===== src/rtl/led_matrix_scanner.sv =====
// Row-multiplexed LED matrix driver with a double-buffered ROWS x COLS frame.
// Scans one row at a time with dead-time blanking between rows. Host writes
// go to the back buffer, and a requested swap takes effect only at a frame
// boundary, so a frame never tears.
module led_matrix_scanner #(
    parameter int unsigned ROWS           = 8,
    parameter int unsigned COLS           = 8,
    parameter int unsigned SCAN_DIV       = 2000,
    parameter int unsigned BLANK_CYC      = 16,
    parameter bit          ROW_ACTIVE_LOW = 1'b0,
    parameter bit          COL_ACTIVE_LOW = 1'b0,
    localparam int unsigned ROW_W         = $clog2(ROWS)
) (
    input  logic             CLK,
    input  logic             RST,
    input  logic             wr_en,
    input  logic [ROW_W-1:0] wr_row,
    input  logic [COLS-1:0]  wr_data,
    input  logic             swap_req,
    output logic             swap_pending,
    output logic             swap_done,
    output logic             frame_start,
    output logic [ROWS-1:0]  row_out,
    output logic [COLS-1:0]  col_out
);

    localparam int unsigned CNT_MAX  = (SCAN_DIV > BLANK_CYC) ? SCAN_DIV : BLANK_CYC;
    localparam int unsigned CNT_W    = $clog2(CNT_MAX + 1);
    localparam bit          ROW_POW2 = (ROWS == (1 << ROW_W));
    localparam logic [ROWS-1:0] ROW_POL = {ROWS{ROW_ACTIVE_LOW}};
    localparam logic [COLS-1:0] COL_POL = {COLS{COL_ACTIVE_LOW}};

    typedef enum logic {
        ST_BLANK = 1'b0,
        ST_DRIVE = 1'b1
    } state_t;

    state_t           state;
    state_t           state_nxt;
    logic [CNT_W-1:0] cnt;
    logic [CNT_W-1:0] cnt_nxt;
    logic [ROW_W-1:0] row_idx;
    logic [ROW_W-1:0] row_idx_nxt;
    logic             frame_end;

    // bank selects the back buffer; the other half is the visible front
    logic             bank;
    logic [COLS-1:0]  mem [2][ROWS];

    logic             wr_ok;
    logic             swap_exec;
    logic [ROWS-1:0]  row_out_nxt;
    logic [COLS-1:0]  col_out_nxt;
    logic             frame_start_nxt;

    // Out-of-range row indices can only occur when ROWS is not a power of two
    assign wr_ok     = ROW_POW2 || (wr_row < ROW_W'(ROWS));
    assign swap_exec = frame_end && swap_pending;

    // Scan state register: phase, in-phase counter and current row
    always_ff @(posedge CLK) begin
        if (RST) begin
            state   <= ST_BLANK;
            cnt     <= '0;
            row_idx <= '0;
        end else begin
            state   <= state_nxt;
            cnt     <= cnt_nxt;
            row_idx <= row_idx_nxt;
        end
    end

    // Next-state: BLANK for BLANK_CYC cycles, DRIVE for SCAN_DIV, advance row on DRIVE exit
    always_comb begin
        state_nxt   = state;
        cnt_nxt     = cnt + 1'b1;
        row_idx_nxt = row_idx;
        frame_end   = 1'b0;
        case (state)
            ST_BLANK: begin
                if (cnt == CNT_W'(BLANK_CYC - 1)) begin
                    state_nxt = ST_DRIVE;
                    cnt_nxt   = '0;
                end
            end
            ST_DRIVE: begin
                if (cnt == CNT_W'(SCAN_DIV - 1)) begin
                    state_nxt = ST_BLANK;
                    cnt_nxt   = '0;
                    if (row_idx == ROW_W'(ROWS - 1)) begin
                        row_idx_nxt = '0;
                        frame_end   = 1'b1;
                    end else begin
                        row_idx_nxt = row_idx + 1'b1;
                    end
                end
            end
            default: begin
                state_nxt = ST_BLANK;
                cnt_nxt   = '0;
            end
        endcase
    end

    // Output next values: pads follow the upcoming phase, columns latched on DRIVE entry
    always_comb begin
        row_out_nxt     = ROW_POL;
        col_out_nxt     = COL_POL;
        frame_start_nxt = 1'b0;
        if (state_nxt == ST_DRIVE) begin
            row_out_nxt = (ROWS'(1) << row_idx_nxt) ^ ROW_POL;
            if (state == ST_BLANK) begin
                col_out_nxt     = mem[~bank][row_idx_nxt] ^ COL_POL;
                frame_start_nxt = (row_idx_nxt == '0);
            end else begin
                col_out_nxt = col_out;
            end
        end
    end

    // Frame buffers, bank select and swap handshake
    always_ff @(posedge CLK) begin
        if (RST) begin
            for (int b = 0; b < 2; b++) begin
                for (int r = 0; r < int'(ROWS); r++) begin
                    mem[b][r] <= '0;
                end
            end
            bank         <= 1'b0;
            swap_pending <= 1'b0;
            swap_done    <= 1'b0;
        end else begin
            // A write on the swap edge still uses the old bank, i.e. lands in the new front
            if (wr_en && wr_ok) begin
                mem[bank][wr_row] <= wr_data;
            end
            if (swap_exec) begin
                bank         <= ~bank;
                swap_done    <= 1'b1;
                swap_pending <= swap_req;
            end else begin
                swap_done <= 1'b0;
                if (swap_req) begin
                    swap_pending <= 1'b1;
                end
            end
        end
    end

    // Registered pad outputs with polarity already applied
    always_ff @(posedge CLK) begin
        if (RST) begin
            row_out     <= ROW_POL;
            col_out     <= COL_POL;
            frame_start <= 1'b0;
        end else begin
            row_out     <= row_out_nxt;
            col_out     <= col_out_nxt;
            frame_start <= frame_start_nxt;
        end
    end

endmodule

===== config.mk =====
export PLATFORM = sky130hd
export DESIGN_NAME = led_matrix_scanner
export DESIGN_NICKNAME = d
export VERILOG_FILES = /design/src/rtl/led_matrix_scanner.sv
export SDC_FILE = /design/constraint.sdc
export NUM_CORES = 1
export LEC_CHECK = 0
export ABC_CLOCK_PERIOD_IN_PS = 7300
export CAP_MARGIN = 20
export CELL_PAD_IN_SITES_DETAIL_PLACEMENT = 0
export CELL_PAD_IN_SITES_GLOBAL_PLACEMENT = 1
export CORE_MARGIN = 3
export CORE_UTILIZATION = 33
export DETAILED_ROUTE_END_ITERATION = 10
export PLACE_DENSITY_LB_ADDON = 0.15
export SLEW_MARGIN = 20
export SYNTH_ARGS = -nofsm -noshare
export SYNTH_HDL_FRONTEND = slang
export SYNTH_SLANG_ARGS = --single-unit

===== constraint.sdc =====
create_clock -name CLK -period 7.3 [get_ports CLK]
set_clock_uncertainty 0.2 [all_clocks]
set_input_delay 1.095 -clock CLK [delete_from_list [all_inputs] [get_ports CLK]]
set_output_delay 1.095 -clock CLK [all_outputs]
set_load 0.02 [all_outputs]

; ---- Word-level counts from Yosys, hierarchy flattened
; Memory sizes are Yosys's and may differ from the RTL's.
; Index checks and enable logic that the tools add are counted.
[totals]
register_bits = 35
ram_bits = 128
output_inout_bits = 19
elab_cells = 59
mem_count = 1
[memory_table]
columns = memory, words, width, rd, rd_clocked_by_memory_dff, write_ports, line_no
row1 = mem, 2, 64, 1, 0, 2, 48  ; logic [COLS-1:0] mem [2][ROWS];
[classes]
add_sub_neg = 2
magnitude_cmp = 3
eq_ne = 3
shifts = 1
mux = 28
bitwise = 5
n_reduce_logical = 7
[op_table]
columns = operator, count
row1 = 64-bit 2-to-1 mux, 3
row2 = 64-bit OR reduction, 1
row3 = 8-bit binary-select mux with 3-bit select, 1
row4 = 8-bit demux with 3-bit select, 1
row5 = 8-bit 2-to-1 mux, 3
row6 = 11-bit 2-to-1 mux, 2
row7 = 11-bit one-hot mux with 2 select lines, 1
row8 = 1-bit 2-to-1 mux, 13
row9 = "11-bit by 1-bit adder with 11-bit output, second input constant", 1
row10 = "11-bit == test, second input constant", 1
row11 = "11-bit by 4-bit == test with 1-bit output, second input constant", 1
row12 = 3-bit 2-to-1 mux, 3
row13 = "4-bit greater-or-equal comparator, second input constant", 2
row14 = 3-bit NOT with 4-bit output, 2
row15 = "1-bit by 3-bit << shifter with 8-bit output, first input constant", 1
row16 = "4-bit by 1-bit < comparator with 1-bit output, second input constant", 1
row17 = "3-bit by 1-bit adder with 3-bit output, second input constant", 1
row18 = "3-bit == test, second input constant", 1
row19 = 3-bit zero test, 1
row20 = 1-bit NOT, 3
row21 = 3-bit OR reduction, 1
row22 = 1-bit logical AND, 2
row23 = 1-bit one-hot mux with 2 select lines, 1
row24 = 2-bit nonzero test, 1
row25 = 2-bit OR reduction, 1

; ---- Logic depth before layout (Yosys ltp)
; Gate-level depths: netlist of run 1.
[depth]
ltp_word = 8
depth_mapped = 9
ltp_nobuf = 8

; ---- Worst setup path before layout of run 1
; OpenSTA, ideal clock, no wires.
[synth_path]
path_kind = input port to flip-flop
from = in wr_en
to = mem mem[0][10] (netlist bit), enable pin
setup_time_ns = 0.384
arrival_ns = 2.466
path_slack_ns = 4.250
path_stages = 4
cell_sequence = nor2b_1 > or3b_2 > clkbuf_1 > o21ai_0
[synth_lines]
columns = item, line_no
row1 = start: declaration, 16  ; input logic wr_en,
row2 = end: declaration, 48

==> flow_summary.rst, run 1 <==
.. list-table::
   :header-rows: 1

   * - Metric
     - Value
   * - CTS tree
     - built
   * - Startpoint of the worst setup timing path
     - RST
   * - DRC violation total after the first TritonRoute iteration
     - 289
   * - Worst setup slack before clock tree synthesis
     - 2980 ps
   * - H-tree levels
     - 4
   * - Buffers on Ports
     - 33
   * - Peak ir drop on the vdd network
     - 132 uV
   * - Max-slew violations
     - 0
   * - Synthesized netlist cell count
     - 535
   * - Routability-driven placement congestion ratio
     - 0.765
   * - Y dimension of the die
     - 152 um
   * - Outcome
     - finished, final reports clean
   * - Final Power
     - 1.97 mW
   * - Largest cells by area after synthesis
     - sky130_fd_sc_hd__edfxtp_1, sky130_fd_sc_hd__dfxtp_1, sky130_fd_sc_hd__mux2i_1, sky130_fd_sc_hd__and2_1, sky130_fd_sc_hd__nor2_1
   * - Endpoint type of the worst setup path
     - flip-flop
   * - Overall die area
     - 0.0230 mm^2
   * - Final Hold Viols
     - 0
   * - Yosys top cell by area
     - sky130_fd_sc_hd__edfxtp_1
   * - # setup viols final
     - 0
   * - Relative contribution of the clock network to total power
     - 42.6%
   * - Synth async-reset ratio
     - 0%
   * - Max_slew headroom
     - 28.8%
   * - Distinct cell type count after synthesis
     - 42
   * - Library cell with the highest instance count after synthesis
     - sky130_fd_sc_hd__edfxtp_1
   * - Worst Path Arrival
     - 3660 ps
   * - Net switching power
     - 466 uW
   * - Top post-synthesis cells by count
     - sky130_fd_sc_hd__edfxtp_1, sky130_fd_sc_hd__and2_1, sky130_fd_sc_hd__mux2i_1, sky130_fd_sc_hd__nor2_1, sky130_fd_sc_hd__dfxtp_1
   * - Netlist area before placement
     - 0.00699 mm^2
   * - Number of buffers on the longest clock path
     - 2
   * - Rows
     - 52
   * - Worst Tran Pin Value
     - 1060 ps
   * - Via count normalized by instance count
     - 5.03
   * - Switching power as a share of total power
     - 23.6%
   * - Hold Path Origin
     - cnt[0]
   * - Most used DFF post-synth
     - sky130_fd_sc_hd__edfxtp_1
   * - Mean instance size in the synthesized netlist
     - 13.1 um^2
   * - Critical path fanouts, max
     - 20
   * - Chip Width
     - 152 um
   * - Total iterations of the first detailed-routing run
     - 5
   * - Combinational cell fraction of total power
     - 4.2%
   * - Wire length after detailed routing
     - 19.0 mm
   * - Number of synthesized flops with an enable pin
     - 128
   * - Final non-filler cell area
     - 0.00817 mm^2
   * - Synth Warn #
     - 0
   * - Area share of the largest cell type after synthesis
     - 55.0%
   * - Postcts setup bufs
     - 0
   * - Antenna violations before repair
     - 0
   * - Fraction of layout cells with a size suffix above 1
     - 9.18%
   * - Initial cell density of the core
     - 34.1%
   * - Core Area
     - 0.0205 mm^2
   * - Clock period minus final worst setup slack
     - 3720 ps
   * - HPWL after DPL
     - 12.7 mm
   * - Clock Latency Late Sink
     - 430 ps
   * - Pin count of the biggest net entering global routing
     - 44
   * - Post-CTS Hold Buffers
     - 0
   * - P per Cell Area
     - 242 mW/mm^2
   * - N_diodes
     - 0
   * - Number of global-route vias before repair
     - 4,278
   * - Post-detailed-route wirelength per cell
     - 22.1 um
   * - Summed negative setup slack over all endpoints
     - 0 ps
   * - Int Power
     - 1.51 mW
   * - WS Path Type
     - in -> reg
   * - Type of the most critical hold path
     - reg -> reg
   * - Total clock buffers created by CTS
     - 17
   * - Clock slew seen by the registers of the worst setup and hold paths
     - 70 ps
   * - Seq/Total Area, Yosys
     - 65.0%
   * - Total GRT Usage
     - 17.3%
   * - Non-filler cells, final
     - 858
   * - Number of placed I/O pins
     - 34
   * - Reg power frac
     - 53.2%
   * - # resized after CTS
     - 0
   * - WP data required
     - 7230 ps
   * - Max-cap violations
     - 0
   * - Synthesized net count
     - 553
   * - RSZ-0062 raised after global routing
     - false
   * - Root cell of the clock tree
     - sky130_fd_sc_hd__clkbuf_16
   * - Number of nets with antenna violations after routing
     - 0
   * - # clock sinks
     - 163
   * - Leakage power figure
     - 2.71 nW
   * - Placed Instances
     - 826
   * - Final-stage net count
     - 593
   * - Crit path setup slack, layout
     - 3580 ps
   * - Post-route DRC violation count
     - 0
   * - Global-route wire length before repair
     - 28.0 mm
   * - Syn-to-layout area delta
     - 16.9%
   * - Flip-flop and latch count after synthesis
     - 163
   * - Timing-limited maximum frequency
     - 269 MHz
   * - Cell area reported after detailed placement
     - 0.00762 mm^2
   * - Min-Delay Path Depth
     - 1
   * - Crit start category
     - input port
   * - R2r worst-path depth
     - 7
   * - Total vias in the final route
     - 4,314
   * - Worst flop-to-flop path startpoint
     - cnt[0]
   * - Share of the cycle needed by the critical path after routing
     - 51.0%
   * - GR Overflow Total
     - 0
==> through the flow <==
step / hold slack [ps] / utilization [%]
2_1_floorplan: 230 / -
3_3_place_gp: 250 / 37.1
3_5_place_dp: 266 / 37.2
4_1_cts: 282 / 39.8
5_1_grt: 331 / 39.8
6_report: 281 / 39.8
==> area by class of cell <==
class | count | area (um^2)
fillers | 1977 | 12300
multi-input cells | 348 | 2320
inverters | 2 | 7.51
well taps | 270 | 338
clock buffers | 18 | 429
flip-flops and latches | 163 | 4550
clock inverters | 14 | 119
repair buffers | 43 | 403
==> state kept, by name (all words and copies together) (netlist names) <==
| register | count |
|---|---|
| state | 1 |
| mem | 128 |
| bank | 1 |
| col_out | 8 |
| row_idx | 3 |
| swap_pending | 1 |
| frame_start | 1 |
| cnt | 11 |
| swap_done | 1 |
| row_out | 8 |
==> routing by layer <==
layer  part of all wire [%]  routed length (um)  vias up  track usage [%]
met2                     46                8810      107             27.2
met1                     47                8960     2146             24.2
met5                      0                   0        -                0
met3                    4.9                 926       16             4.13
li1                       -                   -     2045                -
met4                    1.5                 287        0             4.85
==> final timing paths <==
| kind | end | slack, ps |
|---|---|---|
| worst max-delay path | mem[0][57] | 3580 |
| worst min-delay path | cnt[0] | 280 |
| worst max register to register | col_out[6] | 4170 |
| worst min register to register | cnt[0] | 280 |
==> worst max-delay path, stage by stage <==
cell	delay [ps]
sky130_fd_sc_hd__clkdlybuf4s50_1	390
sky130_fd_sc_hd__buf_4	220
sky130_fd_sc_hd__nor2b_1	400
sky130_fd_sc_hd__or3b_2	580
sky130_fd_sc_hd__nor3_1	610
sky130_fd_sc_hd__or2_2	350
==> placed cells by master (no fill, tap or decap), types with 4 or more instances in the layout <==
master,instances
sky130_fd_sc_hd__nor2_1,53
sky130_fd_sc_hd__nor3_1,17
sky130_fd_sc_hd__nand2b_1,4
sky130_fd_sc_hd__clkbuf_16,17
sky130_fd_sc_hd__and2_1,80
sky130_fd_sc_hd__o21ai_1,6
sky130_fd_sc_hd__a21oi_1,6
sky130_fd_sc_hd__o21ai_0,21
sky130_fd_sc_hd__inv_6,6
sky130_fd_sc_hd__clkinv_4,4
sky130_fd_sc_hd__o221ai_1,4
sky130_fd_sc_hd__xor2_1,6
sky130_fd_sc_hd__edfxtp_1,128
sky130_fd_sc_hd__mux2i_1,65
sky130_fd_sc_hd__nand3_1,15
sky130_fd_sc_hd__a2111oi_1,6
sky130_fd_sc_hd__dfxtp_1,34
sky130_fd_sc_hd__clkdlybuf4s50_1,33
sky130_fd_sc_hd__o22ai_1,17
sky130_fd_sc_hd__buf_4,9
sky130_fd_sc_hd__nand2_1,12
==> kinds of logic (layout without fill, tap and decap cells) <==
family,count (synthesis),in the layout,share of synthesized area (%)
buffers and inverters,24,77,1.74
adder cells (fa/ha/maj),3,3,0.537
XOR/XNOR,9,9,1.13
AND/OR/NAND/NOR,201,201,15.4
AO/OA/AOI/OAI,66,66,6.00
multiplexers,69,69,10.2
flip-flops,163,163,65.0
==> power by group through the flow <==
stage | logic [mW] | registers [mW] | clock network (mW)
after floorplan | 0.0389 | 1.07 | 0
after global placement | 0.0826 | 1.07 | 0
after detailed placement | 0.0841 | 1.07 | 0
after CTS | 0.0842 | 1.05 | 0.852
after global routing | 0.0904 | 1.05 | 0.896
final | 0.0829 | 1.05 | 0.841
Note: power is estimated with default switching activity, not from simulation.
==> inputs of run 2 (changes only) <==
--- a/config.mk
+++ b/config.mk
@@ -5,7 +5,7 @@
 export SDC_FILE = /design/constraint.sdc
 export NUM_CORES = 1
 export LEC_CHECK = 0
-export ABC_CLOCK_PERIOD_IN_PS = 7300
+export ABC_CLOCK_PERIOD_IN_PS = 3400
 export CAP_MARGIN = 20
 export CELL_PAD_IN_SITES_DETAIL_PLACEMENT = 0
 export CELL_PAD_IN_SITES_GLOBAL_PLACEMENT = 1
==> constraint.sdc (replaced) <==
create_clock -name CLK -period 3.4 [get_ports CLK]
set_clock_uncertainty 0.2 [all_clocks]
set_input_delay 0.51 -clock CLK [delete_from_list [all_inputs] [get_ports CLK]]
set_output_delay 0.51 -clock CLK [all_outputs]
set_load 0.02 [all_outputs]
==> run 2 against run 1 <==
Effect of this change:
- sequential share of layout area decreased by 1.7 points
- sequential power grew 110%
- hold slack got worse by 12 ps
- utilization increased by 1.3 points
- register-to-register slack lost 3800 ps
- global-route usage barely moved
- via count is 1.5% higher
- total power increased by 130%
- critical path depth up 1
- clock-buffer cell count fell by 1
- clock power grew to 2.5 times the previous value
- largest power group unchanged
- highest routed layer unchanged
==> flow_summary.rst, run 2 (synthesized netlist as in run 1, its figures left out) <==
.. list-table::
   :header-rows: 1

   * - Metric
     - Value
   * - WS Path Type
     - reg -> reg
   * - # setup viols final
     - 0 (unchanged)
   * - Largest register by flop count
     - mem
   * - Worst Tran Pin Value
     - 1060 ps (-0.0179 ps)
   * - Clock Latency Late Sink
     - 420 ps (about the same)
   * - Crit path buffers/inverters
     - 0 (-2)
   * - Commonest non-fill, non-tap cells in the layout
     - sky130_fd_sc_hd__edfxtp_1, sky130_fd_sc_hd__and2_1, sky130_fd_sc_hd__mux2i_1
   * - Final standard cell utilization of the core
     - 41.1% (+1.3 points)
   * - Area taken by flip-flops and latches
     - 0.00455 mm^2 (unchanged)
   * - Timing-limited maximum frequency
     - 335 MHz
   * - Peak ir drop on the vdd network
     - 337 uV (+150%)
   * - HPWL after DPL
     - 12.6 mm (-0.82%)
   * - RSZ-0062 raised after global routing
     - false
   * - Combinational cell fraction of total power
     - 4.2% (about the same)
   * - Worst Path Arrival
     - 3100 ps (-560 ps)
   * - Total iterations of the first detailed-routing run
     - 5 (unchanged)
   * - Largest registers
     - mem: 128 flops, cnt: 11 flops
   * - Area taken by multi-input logic gates
     - 0.00232 mm^2 (unchanged)
   * - Total vias in the final route
     - 4,380 (+1.5%)
   * - Fraction of layout cells with a size suffix above 1
     - 11.9% (+2.7 points)
   * - Leakage power figure
     - 2.86 nW (+5.4%)
   * - Max_slew headroom
     - 28.8% (about the same)
   * - Total clock buffers created by CTS
     - 17 (unchanged)
   * - Summed negative setup slack over all endpoints
     - 0 ps (unchanged)
   * - Most frequent standard cell in the layout excluding fill and tap cells
     - sky130_fd_sc_hd__edfxtp_1
   * - H-tree levels
     - 4 (unchanged)
   * - Final-stage net count
     - 612 (+3.2%)
   * - Worst setup slack before clock tree synthesis
     - 396 ps (-2590 ps)
   * - Kind of cell adding the most delay to the critical path
     - simple AND/OR/NAND/NOR gates
   * - WP data required
     - 3510 ps (-3720 ps)
   * - # clock sinks
     - 163 (unchanged)
   * - Clock slew seen by the registers of the worst setup and hold paths
     - 60 ps (about the same)
   * - Core Area
     - 0.0205 mm^2 (unchanged)
   * - Share of the cycle needed by the critical path after routing
     - 87.9%
   * - Chip Width
     - 152 um (unchanged)
   * - Outcome
     - finished, final reports clean
   * - Crit start category
     - flip-flop
   * - Final Hold Viols
     - 0 (unchanged)
   * - N_diodes
     - 0 (unchanged)
   * - Buffers on Ports
     - 33 (unchanged)
   * - Reg power frac
     - 49.3% (-3.9 points)
   * - P per Cell Area
     - 542 mW/mm^2 (+120%)
   * - Max-cap violations
     - 0 (unchanged)
   * - Cell area reported after detailed placement
     - 0.00778 mm^2 (+2.1%)
   * - Post-CTS Hold Buffers
     - 0 (unchanged)
   * - Layout filler cell count
     - 1,966 (-0.56%)
   * - Wire length after detailed routing
     - 18.8 mm (-0.91%)
   * - Max stage delay cell, worst path
     - sky130_fd_sc_hd__or4_4
   * - Crit path setup slack, layout
     - 411 ps (-3170 ps)
   * - Critical path fanouts, max
     - 18 (-10%)
   * - Endpoint type of the worst setup path
     - flip-flop
   * - Overall die area
     - 0.0230 mm^2 (unchanged)
   * - Root cell of the clock tree
     - sky130_fd_sc_hd__clkbuf_16
   * - Final non-filler cell area
     - 0.00843 mm^2 (+3.2%)
   * - CTS tree
     - built
   * - Initial cell density of the core
     - 34.1% (unchanged)
   * - Routability-driven placement congestion ratio
     - 0.793 (+3.7%)
   * - Post-route DRC violation count
     - 0 (unchanged)
   * - Post-detailed-route wirelength per cell
     - 21.5 um (-3.1%)
   * - Number of placed I/O pins
     - 34 (unchanged)
   * - Rows
     - 52 (unchanged)
   * - Type of the most critical hold path
     - reg -> reg
   * - # resized after CTS
     - 0 (unchanged)
   * - Number of global-route vias before repair
     - 4,364 (+2.0%)
   * - Number of nets with antenna violations after routing
     - 0 (unchanged)
   * - Largest stage delay, worst path
     - 710 ps (+100 ps)
   * - DRC violation total after the first TritonRoute iteration
     - 268 (-7.3%)
   * - Relative contribution of the clock network to total power
     - 46.4% (+3.8 points)
   * - Via count normalized by instance count
     - 4.99 (-0.67%)
   * - Total GRT Usage
     - 17.3% (-0.031 points)
   * - Syn-to-layout area delta
     - 20.6%
   * - Postcts setup bufs
     - 0 (unchanged)
   * - Int Power
     - 3.61 mW (+140%)
   * - Max-slew violations
     - 0 (unchanged)
   * - Antenna violations before repair
     - 0 (unchanged)
   * - GR Overflow Total
     - 0 (unchanged)
   * - Global-route wire length before repair
     - 28.2 mm (+0.87%)
   * - Worst path cell trace
     - ha_1, nand3_2, or4_4, mux2_4, o22ai_1, nor2_1, a2111oi_1
   * - Switching power as a share of total power
     - 21.0% (-2.6 points)
   * - Pin count of the biggest net entering global routing
     - 33 (-25%)
   * - Net switching power
     - 959 uW (+110%)
   * - Clock period minus final worst setup slack
     - 2990 ps
   * - Number of buffers on the longest clock path
     - 2 (unchanged)
   * - Y dimension of the die
     - 152 um (unchanged)
   * - Largest register FFs
     - 128 (unchanged)
-- run 2: area by class of cell --
class | instances | area share, %
Clock buffer | 17 | 5.05
Clock inverter | 15 | 2.69
Inverter | 2 | 0.0891
Multi-Input combinational cell | 348 | 27.6
Sequential cell | 163 | 54.0
Tap cell | 270 | 4.01
Timing Repair Buffer | 62 | 6.65
-- run 2: power groups by stage --
stage | sequential, mW | clock (mW) | combinational, mW
after CTS | 2.25 | 2.15 | 0.196
after floorplan | 2.29 | 0 | 0.0835
after global routing | 2.26 | 2.24 | 0.210
final | 2.25 | 2.12 | 0.192
after detailed placement | 2.30 | 0 | 0.195
after global placement | 2.30 | 0 | 0.195
-- run 2: path summary, 6_finish.rpt --
path	start	endpoint	slack (ps)	cells after the start
hold / removal	cnt[0]	cnt[0]	270	1
hold reg to reg	cnt[0]	cnt[0]	270	1
setup / recovery	cnt[0]	col_out[5]	410	7
setup reg to reg	cnt[0]	col_out[5]	410	7
-- run 2: through the flow --
step	hold WS (ps)	instances	total power, mW
2_1_floorplan	230	535	2.37
3_3_place_gp	241	845	2.49
3_5_place_dp	259	845	2.49
4_1_cts	274	877	4.60
5_1_grt	309	877	4.71
6_report	269	877	4.56
-- run 2: per-layer routing --
metal	track usage (%)	share of wire [%]	up-vias
li1	-	-	2086
met1	24.4	47	2156
met2	27.2	47	119
met3	3.60	5.0	19
met4	4.85	1.4	0
met5	0	0	-
==> inputs of run 3 (changes only) <==
--- a/config.mk
+++ b/config.mk
@@ -9,9 +9,10 @@
 export CAP_MARGIN = 20
 export CELL_PAD_IN_SITES_DETAIL_PLACEMENT = 0
 export CELL_PAD_IN_SITES_GLOBAL_PLACEMENT = 1
-export CORE_MARGIN = 3
 export CORE_UTILIZATION = 33
+export CTS_BUF_LIST = sky130_fd_sc_hd__clkbuf_8
 export DETAILED_ROUTE_END_ITERATION = 10
+export GPL_TIMING_DRIVEN = 0
 export PLACE_DENSITY_LB_ADDON = 0.15
 export SLEW_MARGIN = 20
 export SYNTH_ARGS = -nofsm -noshare
==> run 3 against run 2 <==
Effect of this change:
- clock-buffer cell count unchanged
- wire length grew 0.12%
- register-to-register slack got worse by 270 ps
- sequential share of layout area is 2.0 points higher
- combinational power decreased by 8%
- critical path depth grew 2
- sequential power about the same
- highest routed layer unchanged
==> flow_summary.rst, run 3 (synthesized netlist as in run 1, its figures left out) <==
.. list-table::
   :header-rows: 1

   * - Metric
     - Value
   * - Outcome
     - finished, final reports clean
   * - Number of placed I/O pins
     - 34 (unchanged)
   * - Worst Path Arrival
     - 3380 ps (+280 ps)
   * - Most frequent standard cell in the layout excluding fill and tap cells
     - sky130_fd_sc_hd__edfxtp_1
   * - Clock Latency Late Sink
     - 460 ps (+40 ps)
   * - CTS tree
     - built
   * - Chip Width
     - 148 um (-2.6%)
   * - Largest register FFs
     - 128 (unchanged)
   * - Max-slew violations
     - 0 (unchanged)
   * - Final Hold Viols
     - 0 (unchanged)
   * - Number of buffers on the longest clock path
     - 2 (unchanged)
   * - Crit start category
     - flip-flop
   * - Internal reg-to-reg setup slack
     - 140 ps (-270 ps)
   * - Post-CTS Hold Buffers
     - 0 (unchanged)
   * - Largest registers
     - mem: 128 flops, cnt: 11 flops
   * - Via count normalized by instance count
     - 5.04 (+0.83%)
   * - Largest register by flop count
     - mem
   * - Min Hold Slack
     - 279 ps (+10.3 ps)
   * - HPWL after DPL
     - 13.0 mm (+3.2%)
   * - # clock sinks
     - 163 (unchanged)
   * - R2r worst-path depth
     - 9 (+2)
   * - RSZ-0062 raised after global routing
     - true
   * - Buffers on Ports
     - 32 (-3.0%)
   * - Final-stage net count
     - 604 (-1.3%)
   * - Antenna violations before repair
     - 0 (unchanged)
   * - Worst flop-to-flop path startpoint
     - cnt[0]
   * - Y dimension of the die
     - 148 um (-2.6%)
   * - GR Overflow Total
     - 0 (unchanged)
   * - Number of global-route vias before repair
     - 4,181 (-4.2%)
   * - Rows
     - 52 (unchanged)
   * - Global-route wire length before repair
     - 27.8 mm (-1.4%)
   * - Root cell of the clock tree
     - sky130_fd_sc_hd__clkbuf_8
   * - Crit path setup slack, layout
     - 143 ps (-268 ps)
   * - Leakage power figure
     - 2.67 nW (-6.6%)
   * - Clock period minus final worst setup slack
     - 3260 ps (+268 ps)
   * - Worst setup slack before clock tree synthesis
     - -695 ps (-1090 ps)
   * - Commonest non-fill, non-tap cells in the layout
     - sky130_fd_sc_hd__edfxtp_1, sky130_fd_sc_hd__and2_1, sky130_fd_sc_hd__mux2i_1
   * - Endpoint type of the worst setup path
     - flip-flop
   * - Max_slew headroom
     - 37.1% (+8.3 points)
   * - Pin count of the biggest net entering global routing
     - 18 (-45%)
   * - Share of the cycle needed by the critical path after routing
     - 95.8% (+7.9 points)
   * - Total iterations of the first detailed-routing run
     - 4 (-1)
   * - Cell area reported after detailed placement
     - 0.00766 mm^2 (-1.5%)
   * - Final non-filler cell area
     - 0.00812 mm^2 (-3.6%)
   * - Number of nets with antenna violations after routing
     - 0 (unchanged)
   * - Critical path fanouts, max
     - 10 (-8)
   * - Total GRT Usage
     - 18.2% (+0.90 points)
   * - Crit Reg-Reg Endpoint
     - col_out[0]
   * - Startpoint of the worst setup timing path
     - cnt[0]
   * - Final Power
     - 3.92 mW (-14%)
   * - Timing-limited maximum frequency
     - 307 MHz (-8.2%)
   * - Initial cell density of the core
     - 34.1% (unchanged)
   * - DRC violation total after the first TritonRoute iteration
     - 286 (+6.7%)
   * - Total clock buffers created by CTS
     - 17 (unchanged)
   * - Placed Instances
     - 837 (-0.95%)
   * - Total vias in the final route
     - 4,376 (-0.091%)
   * - Post-detailed-route wirelength per cell
     - 21.7 um (+1.0%)
   * - Hold Path Origin
     - cnt[0]
   * - Type of the most critical hold path
     - reg -> reg
   * - WP data required
     - 3520 ps (about the same)
   * - Clock slew seen by the registers of the worst setup and hold paths
     - 100 ps (+40 ps)
   * - Worst Tran Pin Value
     - 938 ps (-119 ps)
   * - P per Cell Area
     - 482 mW/mm^2 (-11%)
   * - Syn-to-layout area delta
     - 16.2%
   * - Wire length after detailed routing
     - 18.8 mm (+0.12%)
   * - Final standard cell utilization of the core
     - 39.6% (-1.5 points)
   * - Fraction of layout cells with a size suffix above 1
     - 9.68% (-2.2 points)
   * - Max-cap violations
     - 0 (unchanged)
   * - Non-filler cells, final
     - 869 (-0.91%)
   * - Overall die area
     - 0.0218 mm^2 (-5.2%)
   * - Peak ir drop on the vdd network
     - 229 uV (-32%)
   * - End point of the critical path
     - col_out[0]
   * - Core Area
     - 0.0205 mm^2 (unchanged)
   * - Summed negative setup slack over all endpoints
     - 0 ps (unchanged)
   * - WS Path Type
     - reg -> reg
   * - Post-route DRC violation count
     - 0 (unchanged)
   * - N_diodes
     - 0 (unchanged)
   * - H-tree levels
     - 4 (unchanged)
   * - # setup viols final
     - 0 (unchanged)
   * - Routability-driven placement congestion ratio
     - 0.767 (-3.2%)
## run 3: changes by cell type in the layout (fill, tap and decap cells not counted), moves of 4 or more
cell	previous run	this run
sky130_fd_sc_hd__o21ai_0	26	15
sky130_fd_sc_hd__o21ai_1	1	8
sky130_fd_sc_hd__buf_4	28	0
sky130_fd_sc_hd__o21ai_2	0	4
sky130_fd_sc_hd__inv_8	0	4
sky130_fd_sc_hd__clkbuf_8	0	17
sky130_fd_sc_hd__clkbuf_16	17	0
sky130_fd_sc_hd__clkbuf_1	0	13
sky130_fd_sc_hd__buf_6	0	4
## run 3: worst min path at each step
| stage | endpoint | slack, ps | cells past startpoint |
|---|---|---|---|
| 2_1_floorplan | cnt[0] | 230 | 1 |
| 3_3_place_gp | cnt[0] | 250 | 1 |
| 3_5_place_dp | cnt[0] | 270 | 1 |
| 4_1_cts | cnt[0] | 290 | 1 |
| 5_1_grt | cnt[0] | 310 | 1 |
| 6_report | cnt[0] | 280 | 1 |
## run 3: area by class of cell
cell class / count / area [um^2]
fill: 1970 / 12400
inverter: 2 / 7.51
clock inverter: 15 / 184
buffer: 22 / 123
clock buffer: 17 / 234
tap: 270 / 338
sequential: 163 / 4540
multi-input combinational: 348 / 2370
timing repair buffer: 32 / 320
## run 3: power breakdown
group          leakage, nW  internal [mW]  total (mW)  switching, mW
sequential            1.60           2.23        2.25         0.0220
clock                0.215          0.691        1.49          0.799
combinational        0.858         0.0501       0.177          0.127
## run 3: timing repair
action / CTS / global route
endpoints found under the setup margin: 70 / 24
setup buffers: 0 / 0
gates resized for setup: 9 / 1
## run 3: routing by layer
metal  up-vias  routed length [um]  track usage (%)  share of wire [%]
met4         0                 240             5.21                1.3
met3        17                1030             3.98                5.5
met1      2139                9240             26.6                 49
li1       2078                   -                -                  -
met2       142                8320             27.1                 44
met5         -                   0                0                  0
## run 3: worst max-delay path: stages, from the launching register on
cell and delay, ps:
sky130_fd_sc_hd__dfxtp_1 390, sky130_fd_sc_hd__ha_1 220, sky130_fd_sc_hd__nand3_2 140, sky130_fd_sc_hd__or4_4 560
sky130_fd_sc_hd__buf_6 160, sky130_fd_sc_hd__mux2i_4 410, sky130_fd_sc_hd__buf_2 360, sky130_fd_sc_hd__o22ai_1 150
sky130_fd_sc_hd__nor3_1 430, sky130_fd_sc_hd__a2111oi_2 80
